`src/rtl/hi_lo_muldiv_unit.sv`:
```
// HI/LO unit for the MIPS EX stage: iterative multiply/divide (one bit per cycle),
// MADD/MSUB accumulate into {Hi,Lo}, and single-cycle MTHI/MTLO writes.
module hi_lo_muldiv_unit #(
  parameter int WIDTH = 32
) (
  input  logic             Clk,
  input  logic             Reset_n,
  input  logic             Start,
  input  logic [2:0]       Op,
  input  logic [WIDTH-1:0] A,
  input  logic [WIDTH-1:0] B,
  input  logic             Flush,
  output logic             Busy,
  output logic             Done,
  output logic [WIDTH-1:0] Hi,
  output logic [WIDTH-1:0] Lo
);
  localparam int CNT_W = $clog2(WIDTH) + 1;

  localparam logic [2:0] OP_MULT  = 3'b000;
  localparam logic [2:0] OP_MULTU = 3'b001;
  localparam logic [2:0] OP_DIV   = 3'b010;
  localparam logic [2:0] OP_DIVU  = 3'b011;
  localparam logic [2:0] OP_MTHI  = 3'b100;
  localparam logic [2:0] OP_MTLO  = 3'b101;
  localparam logic [2:0] OP_MADD  = 3'b110;
  localparam logic [2:0] OP_MSUB  = 3'b111;

  typedef enum logic [1:0] {S_IDLE, S_MUL, S_DIV} state_t;

  state_t             state_q, state_d;
  logic [CNT_W-1:0]   cnt_q, cnt_d;
  logic [2:0]         op_q, op_d;
  logic [2*WIDTH-1:0] acc_q, acc_d;
  logic [WIDTH-1:0]   opb_q, opb_d;
  logic [WIDTH-1:0]   a_raw_q, a_raw_d;
  logic [WIDTH-1:0]   hi_q, hi_d;
  logic [WIDTH-1:0]   lo_q, lo_d;
  logic               neg_q, neg_d;
  logic               rem_neg_q, rem_neg_d;
  logic               div0_q, div0_d;
  logic               done_q, done_d;

  logic               signed_op, a_neg, b_neg, last_iter;
  logic [WIDTH-1:0]   a_abs, b_abs, quo, rem;
  logic [WIDTH:0]     mul_sum, div_shift;
  logic [WIDTH+1:0]   div_diff;
  logic [2*WIDTH-1:0] mul_step, div_step, prod, hilo, mul_res;

  // acc holds {partial, multiplier} for MUL and {remainder, dividend/quotient} for DIV;
  // opb holds |multiplicand| or |divisor| respectively.
  always_comb begin
    signed_op = (Op == OP_MULT) || (Op == OP_DIV) || (Op == OP_MADD) || (Op == OP_MSUB);
    a_neg     = signed_op & A[WIDTH-1];
    b_neg     = signed_op & B[WIDTH-1];
    a_abs     = a_neg ? -A : A;
    b_abs     = b_neg ? -B : B;

    mul_sum   = {1'b0, acc_q[2*WIDTH-1:WIDTH]} + {1'b0, (acc_q[0] ? opb_q : '0)};
    mul_step  = {mul_sum, acc_q[WIDTH-1:1]};

    div_shift = acc_q[2*WIDTH-1:WIDTH-1];
    div_diff  = {1'b0, div_shift} - {2'b00, opb_q};
    div_step  = div_diff[WIDTH+1] ? {div_shift[WIDTH-1:0], acc_q[WIDTH-2:0], 1'b0}
                                  : {div_diff[WIDTH-1:0], acc_q[WIDTH-2:0], 1'b1};

    prod = neg_q ? -mul_step : mul_step;
    hilo = {hi_q, lo_q};
    case (op_q)
      OP_MADD: mul_res = hilo + prod;
      OP_MSUB: mul_res = hilo - prod;
      default: mul_res = prod;
    endcase

    quo       = div_step[WIDTH-1:0];
    rem       = div_step[2*WIDTH-1:WIDTH];
    last_iter = (cnt_q == CNT_W'(WIDTH - 1));
  end

  always_comb begin
    state_d   = state_q;
    cnt_d     = cnt_q;
    op_d      = op_q;
    acc_d     = acc_q;
    opb_d     = opb_q;
    a_raw_d   = a_raw_q;
    hi_d      = hi_q;
    lo_d      = lo_q;
    neg_d     = neg_q;
    rem_neg_d = rem_neg_q;
    div0_d    = div0_q;
    done_d    = 1'b0;

    case (state_q)
      S_IDLE: begin
        if (Start) begin
          op_d  = Op;
          cnt_d = '0;
          case (Op)
            OP_MTHI: begin
              hi_d   = A;
              done_d = 1'b1;
            end
            OP_MTLO: begin
              lo_d   = A;
              done_d = 1'b1;
            end
            OP_DIV, OP_DIVU: begin
              state_d   = S_DIV;
              acc_d     = {{WIDTH{1'b0}}, a_abs};
              opb_d     = b_abs;
              neg_d     = a_neg ^ b_neg;
              rem_neg_d = a_neg;
              a_raw_d   = A;
              div0_d    = (B == '0);
            end
            default: begin
              state_d   = S_MUL;
              acc_d     = {{WIDTH{1'b0}}, b_abs};
              opb_d     = a_abs;
              neg_d     = a_neg ^ b_neg;
              rem_neg_d = 1'b0;
              div0_d    = 1'b0;
            end
          endcase
        end
      end
      S_MUL, S_DIV: begin
        // Flush beats the commit even on the final iteration edge.
        if (Flush) begin
          state_d = S_IDLE;
          cnt_d   = '0;
        end else begin
          acc_d = (state_q == S_MUL) ? mul_step : div_step;
          cnt_d = cnt_q + 1'b1;
          if (last_iter) begin
            state_d = S_IDLE;
            cnt_d   = '0;
            done_d  = 1'b1;
            if (state_q == S_MUL) begin
              {hi_d, lo_d} = mul_res;
            end else if (div0_q) begin
              hi_d = a_raw_q;
              lo_d = '1;
            end else begin
              lo_d = neg_q ? -quo : quo;
              hi_d = rem_neg_q ? -rem : rem;
            end
          end
        end
      end
      default: begin
        state_d = S_IDLE;
        cnt_d   = '0;
      end
    endcase
  end

  always_ff @(posedge Clk or negedge Reset_n) begin
    if (!Reset_n) begin
      state_q   <= S_IDLE;
      cnt_q     <= '0;
      op_q      <= '0;
      acc_q     <= '0;
      opb_q     <= '0;
      a_raw_q   <= '0;
      hi_q      <= '0;
      lo_q      <= '0;
      neg_q     <= 1'b0;
      rem_neg_q <= 1'b0;
      div0_q    <= 1'b0;
      done_q    <= 1'b0;
    end else begin
      state_q   <= state_d;
      cnt_q     <= cnt_d;
      op_q      <= op_d;
      acc_q     <= acc_d;
      opb_q     <= opb_d;
      a_raw_q   <= a_raw_d;
      hi_q      <= hi_d;
      lo_q      <= lo_d;
      neg_q     <= neg_d;
      rem_neg_q <= rem_neg_d;
      div0_q    <= div0_d;
      done_q    <= done_d;
    end
  end

  assign Busy = (state_q != S_IDLE);
  assign Done = done_q;
  assign Hi   = hi_q;
  assign Lo   = lo_q;

endmodule

```
`config.mk`:
```
export PLATFORM = sky130hd
export DESIGN_NAME = hi_lo_muldiv_unit
export DESIGN_NICKNAME = d
export VERILOG_FILES = /design/src/rtl/hi_lo_muldiv_unit.sv
export SDC_FILE = /design/constraint.sdc
export NUM_CORES = 1
export LEC_CHECK = 0
export CORE_ASPECT_RATIO = 1.5
export CORE_MARGIN = 1.5
export CORE_UTILIZATION = 38
export CTS_CLUSTER_DIAMETER = 60
export DETAILED_ROUTE_END_ITERATION = 6
export PLACE_DENSITY_LB_ADDON = 0.12
export SYNTH_ARGS = -nofsm -noshare
export SYNTH_HDL_FRONTEND = slang
export SYNTH_SLANG_ARGS = --single-unit
```
`constraint.sdc`:
```
create_clock -name Clk -period 9.2 [get_ports Clk]
set_input_delay 2.3 -clock Clk [delete_from_list [all_inputs] [get_ports Clk]]
set_output_delay 2.3 -clock Clk [all_outputs]
set_load 0.01 [all_outputs]
```
==> flow_summary.toml, run 1 <==
[run_status]
status = "finished with violations"
violations = "capacitance limit, slew limit"

[die]
fp.dieW_um = 212.8
io_pins = 137
start_util = 0.3832
fp.dieH_um = 317.7
rows = 115
core_area_mm2 = 0.06547
dieArea_mm2 = 0.06760

[yosys]
synth_common_cells = "nand2_1 (422), o21ai_0 (337), a21oi_1 (313), nor2_1 (306), dfrtp_1 (207)"
ys_seq_area_frac = 0.2065
ys_warn_count = 0
synth_area_leader_cell = "dfrtp_1"
synth_nets = 3638
synth_cell_types = 104
ys.flop_type = "dfrtp_1"
ys_ff_latch = 207
synth_most_common_cell = "nand2_1"
synth-edff-count = 0
syn_area_per_cell_um2 = 7.318
yosys-top-cells-area = "dfrtp_1 (21%), ha_1 (6.8%), xnor2_1 (6.7%), o21ai_0 (6.7%), nand2_1 (6.3%)"
yosys.area.top_type_share = 0.2065
async_reset_ff_frac = 1.000
synth_cells = 3428
synthesis.area_mm2 = 0.02509

[clock_tree]
cts_tree = "done"
post_cts_resized = 0
clk_latency_ps = 580
cts_inserted_buffers = 34
cts_setup_buffers = 0
clock_path_buffers = 3
cts_root_buf = "clkbuf_16"
cts_sinks = 207
h-tree-depth = 2
clk_pin_slew_ps = 60
postCtsHoldBufs = 0

[timing]
rsz0062_at_grt = "false"
clock_skew_ps = 41.72
fmax_mhz = 127.2
hold_viol = 0
setup_viol = 0
period_needed_ps = 7859
setup_tns_ps = 0
max_slew_margin = -0.005720
drv_slew = 13
fin_crit_sh = 0.8542
tightest_slew_ps = 1503

[global_route]
grt_pass1_vias = 24900
grt_pass1_wl_um = 163200
antenna_found_initial = 1
gr-usage-met1 = 0.4376
gr-usage-all-layers = 0.3214
grt-ovfl-total = 0
top_usage_layer = "met2"
met2_usage = 0.5015
grt_max_degree = 130
grt.met3_usage = 0.03595

[worst_hold_path]
whs_endpoint = "opb_q[12]"
hold_depth = 2
hold_path.startpoint = "opb_q[12]"
hp-class = "reg -> reg"

[critical_path]
cp-startpoint = "acc_q[1]"
r2r_slack_ps = 1340
critPathCaptureType = "flip-flop"
cp_slowest_stage_delay_ps = 670
r2r-start = "acc_q[1]"
crit_type = "reg -> reg"
crit_arrival_ps = 8360
slowest_stage = "or4b_2"
r2r-end = "Hi[31]"
start_kind = "flip-flop"
crit_fanout = 10
r2r_cells = 29
cp.required_ps = 9700

[finish]
final_net_count = 3641
drive_gt1_frac = 0.07089
layout.cells.non_filler = 4334
final.fill_count = 6799
syn2layout_area_growth_pct = 13.01

[place]
port_buffers = 136
dp_hpwl_um = 87300
dp_cells = 4272
place_congestion = 0.9717

[job]
max_cap_viol_count = 1

[routing]
num_vias = 26200
wirelength_um = 110400
routedWlPerCell_um = 25.48
dr.first_iter.drc_count = 2340
via_per_inst = 6.045
drtPass1Iterations = 5
drc = 0
detail-route-antenna-nets = 0
[kinds of logic after synthesis]
group | after synthesis | synth area share
AO/OA/AOI/OAI | 1169 | 0.2924
AND/OR/NAND/NOR | 1151 | 0.2182
XOR/XNOR | 350 | 0.1231
buffers and inverters | 316 | 0.04838
flip-flops | 207 | 0.2065
adder cells (fa/ha/maj) | 139 | 0.07022
multiplexers | 96 | 0.04125
[placed cells by master (no fill, tap or decap), types with 9 or more instances in the layout]
cell,instances
a211oi_1,67
a21o_1,73
a21oi_1,312
a221oi_1,18
a31oi_1,60
and2_1,28
and3_1,24
buf_4,52
clkbuf_16,35
clkdlybuf4s50_1,135
dfrtp_1,206
ha_1,134
inv_1,90
mux2_2,59
mux2i_1,37
nand2_1,417
nand2b_1,17
nand3_1,64
nand4_1,24
nor2_1,305
nor2b_1,31
nor3_1,53
nor3b_1,9
nor4_1,31
o2111ai_1,11
o211ai_1,45
o21a_1,30
o21ai_0,337
o21bai_1,18
o221ai_1,14
o22ai_1,9
o31ai_1,48
o41ai_1,21
or2_2,16
or3_1,40
or4_1,22
xnor2_1,193
xor2_1,154
[final cells by class]
class | count | area [um2] | area share
Multi-Input combinational cell | 2905 | 18760 | 0.6618
Sequential cell | 207 | 5181 | 0.1827
Timing Repair Buffer | 189 | 1777 | 0.06267
Tap cell | 877 | 1097 | 0.03870
Clock buffer | 42 | 922.1 | 0.03252
Inverter | 94 | 352.8 | 0.01244
Clock inverter | 19 | 256.5 | 0.009047
Antenna cell | 1 | 2.502 | 0.00008826
[critical path: cells and delay by family (launching register included)]
family,cells,cell delay [ps]
adders and majority gates,2,710
muxes,1,140
DFF,1,480
buffers and inverters,1,190
xor gates and xnor gates,2,370
and+or+nand+nor,12,3730
AOI/OAI and AO/OA,11,2170
[sequential cells by signal (all words and copies together), names as in the netlist]
signal and cells:
op_q 3, state_q 2, div0_q 1, Done 1, opb_q 32, cnt_q 6
neg_q 1, rem_neg_q 1, Hi 32, a_raw_q 32, Lo 32, acc_q 64
[worst max-delay path by stage]
| stage | end | slack [ps] | cells after the start |
|---|---|---|---|
| 4_1_cts | Hi[31] | 1420 | 29 |
| 2_1_floorplan | Hi[31] | 2350 | 27 |
| 5_1_grt | Hi[31] | 620 | 27 |
| 3_3_place_gp | Hi[31] | 1470 | 29 |
| 6_report | Hi[31] | 1340 | 29 |
| 3_5_place_dp | Hi[31] | 1440 | 29 |
[metal layers]
layer | vias to the layer above | share of wire
met5 | - | 0
met4 | 0 | 0.054
met3 | 190 | 0.062
met2 | 1009 | 0.44
met1 | 12530 | 0.44
li1 | 12470 | -
[per-stage QoR]
stage | cell area (um2) | util | worst slack, ps | hold slack (ps)
6_report | 28350 | 0.4331 | 1341 | 483.1
5_1_grt | 28350 | 0.4330 | 623.8 | 515.5
3_3_place_gp | 27170 | 0.4150 | 1470 | 467.8
2_1_floorplan | 25090 | - | 2350 | 448.8
3_5_place_dp | 27170 | 0.4150 | 1440 | 474.2
4_1_cts | 28350 | 0.4330 | 1417 | 486.6
Power of run 1 is left out: the tool's default activity adds up to more than one toggle a clock period on the data nets, which glitch-free logic cannot reach.
==> inputs of run 2 (changes only) <==
--- a/config.mk
+++ b/config.mk
@@ -6,8 +6,7 @@
 export NUM_CORES = 1
 export LEC_CHECK = 0
 export CORE_ASPECT_RATIO = 1.5
-export CORE_MARGIN = 1.5
-export CORE_UTILIZATION = 38
+export CORE_UTILIZATION = 45
 export CTS_CLUSTER_DIAMETER = 60
 export DETAILED_ROUTE_END_ITERATION = 6
 export PLACE_DENSITY_LB_ADDON = 0.12
==> flow_summary.toml, run 2 (synthesis results as in run 1) <==
[routing]
wirelength_um = 106900
dr.first_iter.drc_count = 2444
wl_met2_um = 46230
wl_met1_um = 45420
wl_met3_um = 8404
num_vias = 26340
drc = 0
top_layer_used = "met4"
routedWlPerCell_um = 25.80
via_per_inst = 6.359
detail-route-antenna-nets = 0
drtPass1Iterations = 5

[place]
place_congestion = 0.9928
port_buffers = 136
dp_hpwl_um = 83710

[clock_tree]
h-tree-depth = 1
clk_latency_ps = 610
cts_tree = "done"
clk_pin_slew_ps = 60
post_cts_resized = 0
cts_setup_buffers = 0
cts_inserted_buffers = 30
postCtsHoldBufs = 0
cts_root_buf = "clkbuf_16"
clock_path_buffers = 3
cts_sinks = 207

[critical_path]
endpoint = "Hi[31]"
cp.required_ps = 9720
critPathCaptureType = "flip-flop"
crit_type = "reg -> reg"
cp-startpoint = "acc_q[1]"
r2r_slack_ps = 1080
slowest_stage = "a211oi_1"
r2r-end = "Hi[31]"
crit_arrival_ps = 8640
crit_fanout = 10
r2r_cells = 28
start_kind = "flip-flop"
r2r-start = "acc_q[1]"
cp_slowest_stage_delay_ps = 670

[worst_hold_path]
hp-class = "reg -> reg"

[run_status]
status = "finished, final reports clean"

[finish]
regMostFlops = "acc_q"
most-common-layout-cells = "nand2_1 (417), o21ai_0 (337), a21oi_1 (312)"
syn2layout_area_growth_pct = 11.12
largest_reg_flops = 64
final_common_cell = "nand2_1"
final_net_count = 3634
drive_gt1_frac = 0.06792

[timing]
setup_viol = 0
setup_tns_ps = 0
fmax_mhz = 123.2
tightest_slew_ps = 1165
max_slew_margin = 0.2030
clock_skew_ps = 23.77
drv_slew = 0
rsz0062_at_grt = "false"
fin_crit_sh = 0.8825
hold_viol = 0
period_needed_ps = 8119
whs_ps = 479.1

[die]
start_util = 0.4568
io_pins = 137
rows = 105
fp.dieH_um = 291.2
core_area_mm2 = 0.05492
fp.dieW_um = 194.8
dieArea_mm2 = 0.05672

[global_route]
gr-usage-all-layers = 0.3655
antenna_found_initial = 2
grt-ovfl-total = 0
grt_pass1_wl_um = 157000
grt_max_degree = 97
grt_pass1_vias = 24580

[job]
max_cap_viol_count = 0
==> run 2: layout make-up <==
class	count	area (um2)
Clock inverter	15	150.1
Multi-Input combinational cell	2905	18760
Timing Repair Buffer	186	1742
Tap cell	695	869.6
Antenna cell	3	7.507
Fill cell	5435	27040
Inverter	94	352.8
Clock buffer	38	810.8
Sequential cell	207	5181
==> run 2: layer usage <==
layer  global-route usage  up-vias
met5                    0        -
met4               0.2209        0
met3              0.05515      200
met2               0.5575     1128
met1               0.4857    12570
li1                     -    12450
==> run 2: worst max-delay path, delay by kind of cell (launching register included) <==
kind | cells | cell delay [ps]
DFF | 1 | 470
adders and majority gates | 2 | 660
and+or+nand+nor | 11 | 2970
xor gates and xnor gates | 3 | 760
buffers and inverters | 2 | 370
AOI/OAI and AO/OA | 10 | 2790
==> run 2: how the worst min path moves through the flow <==
stage / slack, ps / startpoint / end / cells past startpoint
2_1_floorplan: 450 / cnt_q[5] / cnt_q[5] / 1
4_1_cts: 490 / opb_q[10] / opb_q[10] / 2
6_report: 480 / opb_q[10] / opb_q[10] / 2
5_1_grt: 510 / opb_q[10] / opb_q[10] / 2
3_5_place_dp: 470 / opb_q[10] / opb_q[10] / 2
3_3_place_gp: 460 / cnt_q[5] / cnt_q[5] / 1
==> run 2: through the flow <==
stage	instance area, um2	util	cells	worst slack [ps]
2_1_floorplan	25090	-	3428	2350
3_3_place_gp	26910	0.4900	4087	1514
3_5_place_dp	26910	0.4900	4087	1377
4_1_cts	27870	0.5075	4140	1294
5_1_grt	27870	0.5075	4140	546.9
6_report	27880	0.5077	4143	1081
Power of run 2 is left out for the same reason.
